--- config.mk ---
export PLATFORM = sky130hd
export DESIGN_NAME = csr_file
export DESIGN_NICKNAME = d
export VERILOG_FILES = /design/src/rtl/csr_file_pkg.sv /design/src/rtl/csr_file_counter64.sv /design/src/rtl/csr_file.sv
export SDC_FILE = /design/constraint.sdc
export NUM_CORES = 1
export LEC_CHECK = 0
export CAP_MARGIN = 0
export CORE_ASPECT_RATIO = 1.2
export CORE_MARGIN = 8
export CORE_UTILIZATION = 48
export DETAILED_ROUTE_END_ITERATION = 10
export PLACE_DENSITY_LB_ADDON = 0.12
export SETUP_SLACK_MARGIN = 0.1
export SLEW_MARGIN = 20
export SYNTH_ARGS = -nofsm -noshare
export SYNTH_HDL_FRONTEND = slang
export SYNTH_SLANG_ARGS = --single-unit
--- constraint.sdc ---
create_clock -name clk -period 2.1 [get_ports clk]
set_input_delay 0.21 -clock clk [delete_from_list [all_inputs] [get_ports clk]]
set_output_delay 0.21 -clock clk [all_outputs]
set_load 0.1 [all_outputs]
--- src/rtl/csr_file_pkg.sv ---
// csr_file_pkg: shared CSR address map, bit positions, write masks and read-formatting helpers
// for the machine-mode CSR file.
package csr_file_pkg;

  typedef logic [11:0] csr_addr_t;
  typedef logic [31:0] csr_data_t;

  // Machine CSR addresses
  localparam csr_addr_t CSR_MSTATUS   = 12'h300;
  localparam csr_addr_t CSR_MIE       = 12'h304;
  localparam csr_addr_t CSR_MTVEC     = 12'h305;
  localparam csr_addr_t CSR_MSCRATCH  = 12'h340;
  localparam csr_addr_t CSR_MEPC      = 12'h341;
  localparam csr_addr_t CSR_MCAUSE    = 12'h342;
  localparam csr_addr_t CSR_MTVAL     = 12'h343;
  localparam csr_addr_t CSR_MIP       = 12'h344;
  localparam csr_addr_t CSR_MCYCLE    = 12'hB00;
  localparam csr_addr_t CSR_MINSTRET  = 12'hB02;
  localparam csr_addr_t CSR_MCYCLEH   = 12'hB80;
  localparam csr_addr_t CSR_MINSTRETH = 12'hB82;
  localparam csr_addr_t CSR_MHARTID   = 12'hF14;

  // mstatus bit positions
  localparam int unsigned MSTATUS_MIE_BIT  = 3;
  localparam int unsigned MSTATUS_MPIE_BIT = 7;

  // mie/mip bit positions (external, timer, software)
  localparam int unsigned IRQ_MEI_BIT = 11;
  localparam int unsigned IRQ_MTI_BIT = 7;
  localparam int unsigned IRQ_MSI_BIT = 3;

  // Writable-bit masks
  localparam csr_data_t MSTATUS_WMASK = 32'h0000_0088;
  localparam csr_data_t MIE_WMASK     = 32'h0000_0888;

  // Pack the three stored interrupt bits {ext, tmr, sw} into their mie/mip positions
  function automatic csr_data_t irq_word(input logic [2:0] bits);
    return {20'b0, bits[2], 3'b0, bits[1], 3'b0, bits[0], 3'b0};
  endfunction

  // mstatus image: MPP hardwired to machine mode, only MIE/MPIE stored
  function automatic csr_data_t mstatus_word(input logic mpie, input logic mie);
    return {19'b0, 2'b11, 3'b0, mpie, 3'b0, mie, 3'b0};
  endfunction

endpackage

--- src/rtl/csr_file_counter64.sv ---
// csr_counter64: 64-bit counter with independently writable halves; a write to
// either half suppresses the increment for that cycle.
module csr_counter64 (
  input  logic        clk,
  input  logic        rst,
  input  logic        inc,
  input  logic        wr_lo,
  input  logic        wr_hi,
  input  logic [31:0] wdata,
  output logic [63:0] count_o
);

  logic [63:0] count_d, count_q;

  // Next count: software write replaces a half, otherwise increment with carry
  always_comb begin
    count_d = count_q;
    if (wr_lo || wr_hi) begin
      if (wr_lo) count_d[31:0]  = wdata;
      if (wr_hi) count_d[63:32] = wdata;
    end else if (inc) begin
      count_d = count_q + 64'd1;
    end
  end

  // Count register
  always_ff @(posedge clk) begin
    if (rst) count_q <= '0;
    else     count_q <= count_d;
  end

  assign count_o = count_q;

endmodule

--- src/rtl/csr_file.sv ---
// csr_file: machine-mode CSR storage with trap/mret updates, interrupt pending
// and optional 64-bit cycle/instret counters (enabled by CSR_COUNTERS_EN).
// Reads are combinational and return the pre-write contents.
module csr_file
  import csr_file_pkg::*;
#(
  parameter logic [31:0] MTVEC_RESET = 32'h0000_0000,
  parameter logic [31:0] MHARTID     = 32'h0000_0000
) (
  input  logic        clk,
  input  logic        rst,
  input  logic        w_csr_req_i,
  input  logic [11:0] w_csr_addr_i,
  input  logic [31:0] w_csr_data_i,
  input  logic [11:0] r_csr_addr_i,
  output logic [31:0] r_csr_data_o,
  input  logic        trap_req_i,
  input  logic [31:0] trap_epc_i,
  input  logic [31:0] trap_cause_i,
  input  logic [31:0] trap_tval_i,
  input  logic        mret_i,
  input  logic        retire_i,
  input  logic        ext_irq_i,
  input  logic        tmr_irq_i,
  input  logic        sw_irq_i,
  output logic [31:0] mtvec_o,
  output logic [31:0] mepc_o,
  output logic        irq_pending_o
);

  logic        st_mie_d,  st_mie_q;
  logic        st_mpie_d, st_mpie_q;
  logic [2:0]  mie_d,     mie_q;      // {MEIE, MTIE, MSIE}
  logic [2:0]  mip_d,     mip_q;      // {MEIP, MTIP, MSIP}
  logic [29:0] mtvec_d,   mtvec_q;    // bits [31:2]
  logic [31:0] mscratch_d, mscratch_q;
  logic [29:0] mepc_d,    mepc_q;     // bits [31:2]
  logic [31:0] mcause_d,  mcause_q;
  logic [31:0] mtval_d,   mtval_q;

  logic        sw_wr;
  logic [63:0] mcycle, minstret;

  // A trap drops the software write entirely, including counter writes
  assign sw_wr = w_csr_req_i && !trap_req_i;

  // Next-state for the machine CSRs: trap > mret > software write
  always_comb begin
    st_mie_d   = st_mie_q;
    st_mpie_d  = st_mpie_q;
    mie_d      = mie_q;
    mtvec_d    = mtvec_q;
    mscratch_d = mscratch_q;
    mepc_d     = mepc_q;
    mcause_d   = mcause_q;
    mtval_d    = mtval_q;
    mip_d      = {ext_irq_i, tmr_irq_i, sw_irq_i};
    if (trap_req_i) begin
      mepc_d    = trap_epc_i[31:2];
      mcause_d  = trap_cause_i;
      mtval_d   = trap_tval_i;
      st_mpie_d = st_mie_q;
      st_mie_d  = 1'b0;
    end else begin
      if (sw_wr) begin
        unique case (w_csr_addr_i)
          CSR_MSTATUS: begin
            st_mie_d  = w_csr_data_i[MSTATUS_MIE_BIT];
            st_mpie_d = w_csr_data_i[MSTATUS_MPIE_BIT];
          end
          CSR_MIE: mie_d = {w_csr_data_i[IRQ_MEI_BIT], w_csr_data_i[IRQ_MTI_BIT],
                            w_csr_data_i[IRQ_MSI_BIT]};
          CSR_MTVEC:    mtvec_d    = w_csr_data_i[31:2];
          CSR_MSCRATCH: mscratch_d = w_csr_data_i;
          CSR_MEPC:     mepc_d     = w_csr_data_i[31:2];
          CSR_MCAUSE:   mcause_d   = w_csr_data_i;
          CSR_MTVAL:    mtval_d    = w_csr_data_i;
          default: ;
        endcase
      end
      // Applied after the write so a concurrent mstatus write loses to mret
      if (mret_i) begin
        st_mie_d  = st_mpie_q;
        st_mpie_d = 1'b1;
      end
    end
  end

  // CSR registers with synchronous reset
  always_ff @(posedge clk) begin
    if (rst) begin
      st_mie_q   <= 1'b0;
      st_mpie_q  <= 1'b0;
      mie_q      <= '0;
      mip_q      <= '0;
      mtvec_q    <= MTVEC_RESET[31:2];
      mscratch_q <= '0;
      mepc_q     <= '0;
      mcause_q   <= '0;
      mtval_q    <= '0;
    end else begin
      st_mie_q   <= st_mie_d;
      st_mpie_q  <= st_mpie_d;
      mie_q      <= mie_d;
      mip_q      <= mip_d;
      mtvec_q    <= mtvec_d;
      mscratch_q <= mscratch_d;
      mepc_q     <= mepc_d;
      mcause_q   <= mcause_d;
      mtval_q    <= mtval_d;
    end
  end

`ifdef CSR_COUNTERS_EN
  logic unused_epc_lsbs;
  assign unused_epc_lsbs = ^trap_epc_i[1:0];

  csr_counter64 u_mcycle (
    .clk     (clk),
    .rst     (rst),
    .inc     (1'b1),
    .wr_lo   (sw_wr && (w_csr_addr_i == CSR_MCYCLE)),
    .wr_hi   (sw_wr && (w_csr_addr_i == CSR_MCYCLEH)),
    .wdata   (w_csr_data_i),
    .count_o (mcycle)
  );

  csr_counter64 u_minstret (
    .clk     (clk),
    .rst     (rst),
    .inc     (retire_i),
    .wr_lo   (sw_wr && (w_csr_addr_i == CSR_MINSTRET)),
    .wr_hi   (sw_wr && (w_csr_addr_i == CSR_MINSTRETH)),
    .wdata   (w_csr_data_i),
    .count_o (minstret)
  );
`else
  logic unused_inputs;
  assign unused_inputs = retire_i ^ (^trap_epc_i[1:0]);
  assign mcycle   = '0;
  assign minstret = '0;
`endif

  // Combinational read mux over registered state (pre-write value)
  always_comb begin
    r_csr_data_o = '0;
    unique case (r_csr_addr_i)
      CSR_MSTATUS:   r_csr_data_o = mstatus_word(st_mpie_q, st_mie_q);
      CSR_MIE:       r_csr_data_o = irq_word(mie_q);
      CSR_MTVEC:     r_csr_data_o = {mtvec_q, 2'b00};
      CSR_MSCRATCH:  r_csr_data_o = mscratch_q;
      CSR_MEPC:      r_csr_data_o = {mepc_q, 2'b00};
      CSR_MCAUSE:    r_csr_data_o = mcause_q;
      CSR_MTVAL:     r_csr_data_o = mtval_q;
      CSR_MIP:       r_csr_data_o = irq_word(mip_q);
      CSR_MCYCLE:    r_csr_data_o = mcycle[31:0];
      CSR_MINSTRET:  r_csr_data_o = minstret[31:0];
      CSR_MCYCLEH:   r_csr_data_o = mcycle[63:32];
      CSR_MINSTRETH: r_csr_data_o = minstret[63:32];
      CSR_MHARTID:   r_csr_data_o = MHARTID;
      default:       r_csr_data_o = '0;
    endcase
  end

  assign mtvec_o       = {mtvec_q, 2'b00};
  assign mepc_o        = {mepc_q, 2'b00};
  assign irq_pending_o = st_mie_q && |(mie_q & mip_q);

endmodule
==> impl_metrics.json, run 1 <==
{
  "status": "finished, violations left",
  "violations": "negative setup slack",
  "reg2reg_depth": 2,
  "slew_viol_final": 0,
  "period_share": 1.05,
  "io_buffers": 250,
  "synth_common_cells": "164 x dfxtp_1, 127 x nand2_1, 113 x nor3_1",
  "ys_ff_latch": 164,
  "rows": 54,
  "clock_latency_ps": 420,
  "final-setup-viol-count": 28,
  "yosysSeqAreaShare": 0.377,
  "final_nets": 1408,
  "combPwrFrac": 0.187,
  "ys.flop_type": "dfxtp_1",
  "power_frac_clock": 0.381,
  "first_iter_violations": 536,
  "slew_headroom": 0.582,
  "setup.worst_path.end": "r_csr_data_o[7]",
  "die_area_sq_mm": 0.0227,
  "tritoncts": "built",
  "hold-worst-slack_ps": 237,
  "path_max_fanout": 6,
  "wl_per_cell_microns": 21.2,
  "crit_start": "r_csr_addr_i[3]",
  "worst_ep_arrival_time_ps": 2000,
  "cp-start-kind": "input port",
  "power.density_mw_per_mm2": 588,
  "cts-htree-levels": 4,
  "netlist_top_cells_area": "dfxtp_1 38%, mux4_2 7.2%, nor2b_1 7.1%",
  "switchingPower_mw": 2.25,
  "area_growth_pct": 50.2,
  "clk_pin_slew_ps": 70,
  "crit_chain": "buf_6 -> or4_4 -> buf_6 -> nor4_4 -> buf_6 -> buf_8 -> a221o_2 -> buf_12",
  "cts-root-buf": "clkbuf_16",
  "routabilityCongestion": 0.815,
  "crit_top_cell": "buf_6",
  "hold_viol_final": 0,
  "synth_most_common_cell": "dfxtp_1",
  "hold_path_startpoint": "rst",
  "syn-cell-area_sq_mm": 0.00870,
  "worst_setup_path_end_kind": "output pin",
  "ant_nets": 0,
  "core_sq_mm": 0.0180,
  "slowest_stage": "or4_4",
  "drc_errors": 0,
  "rsz0062_at_grt": "yes",
  "drtPass1Iterations": 5,
  "cap_violations": 0,
  "p_sw_frac": 0.293,
  "synth_top_cell_by_area": "dfxtp_1",
  "num_vias": 8700,
  "avgSynthCellArea_sq_um": 8.90,
  "drt-total-wl_mm": 31.4,
  "clock_sinks": 164,
  "clock.fmax_ghz": 0.453,
  "p_int_mw": 5.43,
  "track_usage": 0.267,
  "viasPerCell": 5.86,
  "async_flop_share": 0,
  "grt_max_degree": 148,
  "required_ps": 1890,
  "reg2reg_from": "mepc_q[19]",
  "p_leak_nw": 4.85,
  "dp_hpwl_mm": 21.2,
  "die_y_microns": 163,
  "clk_path_buf_depth": 2,
  "clock_skew_ps": 0.280,
  "synth_cell_type_count": 44,
  "cts_hold_buf": 0,
  "io_pins": 258,
  "peakVddDrop_uv": 551,
  "synth_top_area_share": 0.377,
  "start_util": 0.484,
  "synth-edff-count": 0,
  "fin_util": 0.727,
  "hold_class": "input port to register",
  "design_area_sq_mm": 0.0131,
  "grt-ovfl-total": 0,
  "numCtsBuffers": 17,
  "slowest_delay_ps": 560,
  "critPathKind": "input port to output pin",
  "dpl-instance-area_sq_mm": 0.0121,
  "power_frac_seq": 0.433,
  "fin_ws_ps": -105,
  "drive_gt1_frac": 0.325,
  "grt_pass1_wl_mm": 48.3,
  "r2r_end": "mepc_q[19]",
  "synth_cells": 977,
  "r2r_slack_ps": 1220,
  "grt_pass1_vias": 8713,
  "num-fill-cells": 1380,
  "fin_crit_ps": 2210,
  "ys_warn_count": 0,
  "max_slew.worst_pin.slew_ps": 628,
  "antenna_found_initial": 3,
  "die_x_microns": 139
}
[cell families after synthesis]
family,Yosys count,share of synthesized area
compound gates,131,0.125
mux,37,0.0837
other cells,1,0.000431
simple gates,534,0.353
flops,164,0.377
buf+inv,110,0.0601
[sequential cells by signal, indices dropped and copies added (netlist names)]
signal	count
mie_q	3
mcause_q	32
mip_q	3
mtvec_q	30
mscratch_q	32
st_mie_q	1
mtval_q	32
st_mpie_q	1
mepc_q	30
[timing repair]
action                     CTS  global route
cloned                       3             3
setup endpoints to repair  156           127
resized for setup           47            23
pin swaps                   18            17
buffers inserted             3            12
[power groups by stage]
stage	Sequential, mW	Combinational (mW)	Clock [mW]
finish	3.33	1.43	2.92
CTS	3.32	1.42	2.95
global placement	3.39	1.40	0
global route	3.34	1.52	3.09
floorplan	3.65	0.574	0
detailed placement	3.39	1.42	0
[layout make-up]
type                            instances  area, sq um  share of cell area
Tap cell                              224          280              0.0214
Multi-Input combinational cell        706         5180               0.396
Timing Repair Buffer                  354         3760               0.288
Clock buffer                           20          447              0.0342
Inverter                                4         15.0             0.00115
Sequential cell                       164         3290               0.252
Antenna cell                            1         2.50            0.000191
Clock inverter                         12         96.3             0.00737
[metrics by stage]
step / cells / TNS [ps] / setup slack (ps) / total power [mW]
final: 1485 / -1270 / -105 / 7.68
after CTS: 1469 / -2450 / -142 / 7.70
after detailed placement: 1431 / -68990 / -554 / 4.81
after global placement: 1431 / -67480 / -504 / 4.79
after global routing: 1485 / -2800 / -153 / 7.95
after floorplan: 980 / -1270 / -114 / 4.23
[worst max-delay path, delay by kind of cell]
family | cells | cell delay, ps
buf+inv | 5 | 770
simple gates | 2 | 820
compound gates | 1 | 200
[layout by cell type (no fill, tap or decap), drive strengths merged, types with 3 or more instances in the layout]
cell	count
nor2	39
dlymetal6s2s	6
mux2i	3
a22o	26
buf	202
and3	3
conb	4
clkinvlp	6
clkbuf	23
nand3	4
mux2	6
clkdlybuf4s50	139
a21oi	63
a22oi	4
nor3	165
nor2b	99
dfxtp	164
nor4	73
nand2	127
inv	9
dlygate4sd2	4
or4	5
mux4	28
a2111oi	30
or4b	3
[worst min path at each step]
stage | end | depth (start not counted) | slack (ps)
2_1_floorplan | mip_q[0] | 1 | 340
4_1_cts | mip_q[0] | 2 | 240
3_3_place_gp | mscratch_q[8] | 2 | 430
5_1_grt | mip_q[2] | 2 | 260
3_5_place_dp | mscratch_q[1] | 2 | 440
6_report | mip_q[0] | 2 | 240
[per-layer routing]
metal | share of wire | GRT usage
met5 | 0.00076 | 0
met4 | 0.021 | 0.0870
met3 | 0.081 | 0.0719
met2 | 0.49 | 0.453
met1 | 0.41 | 0.325
(Power assumes the default switching activity.)
==> inputs of run 2 (changes only) <==
Settings changed: CORE_UTILIZATION 48 to 24.
==> impl_metrics.json, run 2 (synthesis gave the netlist of run 1 again) <==
{
  "status": "finished, violations left",
  "violations": "negative setup slack",
  "combPwrFrac": 0.189,
  "fin_setup_tns_ps": -2420,
  "hold_path_startpoint": "rst",
  "die_y_microns": 225,
  "path_buf_inv": 6,
  "clk_pin_slew_ps": 60,
  "core_sq_mm": 0.0358,
  "holdPathEnd": "mscratch_q[6]",
  "dp_hpwl_mm": 25.3,
  "reg2reg_depth": 2,
  "reg2reg_from": "mepc_q[26]",
  "cap_violations": 0,
  "die_area_sq_mm": 0.0426,
  "max_slew.worst_pin.slew_ps": 733,
  "worst_ep_arrival_time_ps": 2020,
  "critPathTopFamily": "buffers and inverters",
  "rsz0062_at_grt": "yes",
  "io_buffers": 250,
  "routabilityCongestion": 0.736,
  "r2r_slack_ps": 1190,
  "grt_max_degree": 152,
  "drt-total-wl_mm": 37.9,
  "final-setup-viol-count": 30,
  "fin_ws_ps": -127,
  "mostFrequentLayoutCells": "156 x dfxtp_1, 139 x clkdlybuf4s50_1, 126 x nand2_1",
  "worst_setup_path_end_kind": "output pin",
  "rows": 76,
  "clk_path_buf_depth": 2,
  "grt_pass1_wl_mm": 56.8,
  "required_ps": 1890,
  "drive_gt1_frac": 0.322,
  "power_frac_clock": 0.384,
  "period_share": 1.06,
  "wl_per_cell_microns": 22.0,
  "num_vias": 8543,
  "tritoncts": "built",
  "final_common_cell": "dfxtp_1",
  "critPathKind": "input port to output pin",
  "die_x_microns": 190,
  "path_max_fanout": 5,
  "slowest_stage": "or4_4",
  "area_growth_pct": 56.2,
  "hold_class": "input port to register",
  "io_pins": 258,
  "viasPerCell": 4.95,
  "slowest_delay_ps": 560,
  "clock_sinks": 164,
  "numCtsBuffers": 17,
  "cts_hold_buf": 0,
  "hold_depth": 2,
  "antenna_found_initial": 4,
  "clock_skew_ps": 0.0349,
  "clock.fmax_ghz": 0.449,
  "drc_errors": 0,
  "start_util": 0.243,
  "crit_chain": "buf_6 -> or4_4 -> buf_6 -> nor4_4 -> buf_6 -> buf_12 -> buf_12 -> a221o_2 -> buf_12",
  "peakVddDrop_uv": 503,
  "r2r_end": "mepc_q[26]",
  "power.density_mw_per_mm2": 574,
  "cts-htree-levels": 4,
  "track_usage": 0.175,
  "cp-start-kind": "input port",
  "slew_viol_final": 0,
  "p_leak_nw": 4.95,
  "power_frac_seq": 0.427,
  "grt_pass1_vias": 8941,
  "final_nets": 1405,
  "clock_latency_ps": 440,
  "first_iter_violations": 551,
  "p_sw_frac": 0.291,
  "total_power_mw": 7.79,
  "ant_nets": 0,
  "fin_crit_ps": 2230,
  "drtPass1Iterations": 5,
  "p_int_mw": 5.53,
  "slew_headroom": 0.511,
  "top_regs": "mcause_q: 32 flops, mscratch_q: 32 flops, mtval_q: 32 flops",
  "grt-ovfl-total": 0,
  "switchingPower_mw": 2.26,
  "hold_viol_final": 0,
  "cts-root-buf": "clkbuf_16"
}
==> run 2: cell types whose count changed in the layout (fill, tap and decap cells not counted), sizes merged <==
cell           delta
buf               -2
bufinv            +1
clkbuf            +1
clkdlybuf4s15     +1
diode             +1
dlygate4sd2       -1
dlymetal6s2s      +1
inv               -5
==> run 2: repair_timing <==
action,in CTS,in global routing
setup buffers,7,8
gates resized for setup,55,22
pin swaps,27,29
endpoints found under the setup margin,156,92
gates cloned,8,1
==> run 2: metrics by stage <==
stage	hold slack [ps]	instance area (sq um)	std cells	worst slack, ps	util
2_1_floorplan	338	8890	980	-114	-
3_3_place_gp	434	12400	1669	-555	0.346
3_5_place_dp	445	12400	1669	-589	0.346
4_1_cts	176	13400	1715	-163	0.373
5_1_grt	199	13600	1725	-195	0.379
6_report	194	13600	1726	-127	0.379
==> run 2: final cells by class <==
type | instances | area [sq um]
clock inverter | 8 | 80.1
timing repair buffer | 351 | 3890
multi-input combinational | 706 | 5260
tap | 468 | 586
clock buffer | 23 | 458
fill | 3629 | 22300
inverter | 4 | 15.0
antenna | 2 | 5.00
sequential | 164 | 3290
==> run 2: worst max-delay path by stage <==
stage                          startpoint          endpoint  slack, ps  cells past startpoint
after global routing      r_csr_addr_i[4]   r_csr_data_o[7]       -200                      9
after global placement    w_csr_addr_i[5]        mepc_q[14]       -550                      7
after detailed placement  w_csr_addr_i[5]        mepc_q[17]       -590                      7
after CTS                 r_csr_addr_i[7]   r_csr_data_o[7]       -160                      9
after floorplan           r_csr_addr_i[3]  r_csr_data_o[10]       -110                      5
final                     r_csr_addr_i[4]   r_csr_data_o[7]       -130                      9
==> run 2: power groups by stage <==
stage | combinational [mW] | clock (mW) | sequential [mW]
6_report | 1.47 | 2.99 | 3.33
4_1_cts | 1.48 | 3.07 | 3.33
2_1_floorplan | 0.574 | 0 | 3.65
5_1_grt | 1.57 | 3.19 | 3.34
3_3_place_gp | 1.46 | 0 | 3.40
3_5_place_dp | 1.47 | 0 | 3.40
==> run 2: layer usage <==
| metal | up-vias | global-route usage | wire length [microns] |
|---|---|---|---|
| met1 | 4185 | 0.213 | 16300 |
| met2 | 230 | 0.300 | 19000 |
| met5 | - | 0 | 27 |
| li1 | 4080 | - | - |
| met3 | 44 | 0.0404 | 1820 |
| met4 | 4 | 0.0568 | 786 |
==> run 2: worst register-to-register path: stages, from the launching register on <==
cell	delay (ps)
dfxtp_1	370
nor3_1	80
a2111oi_2	350
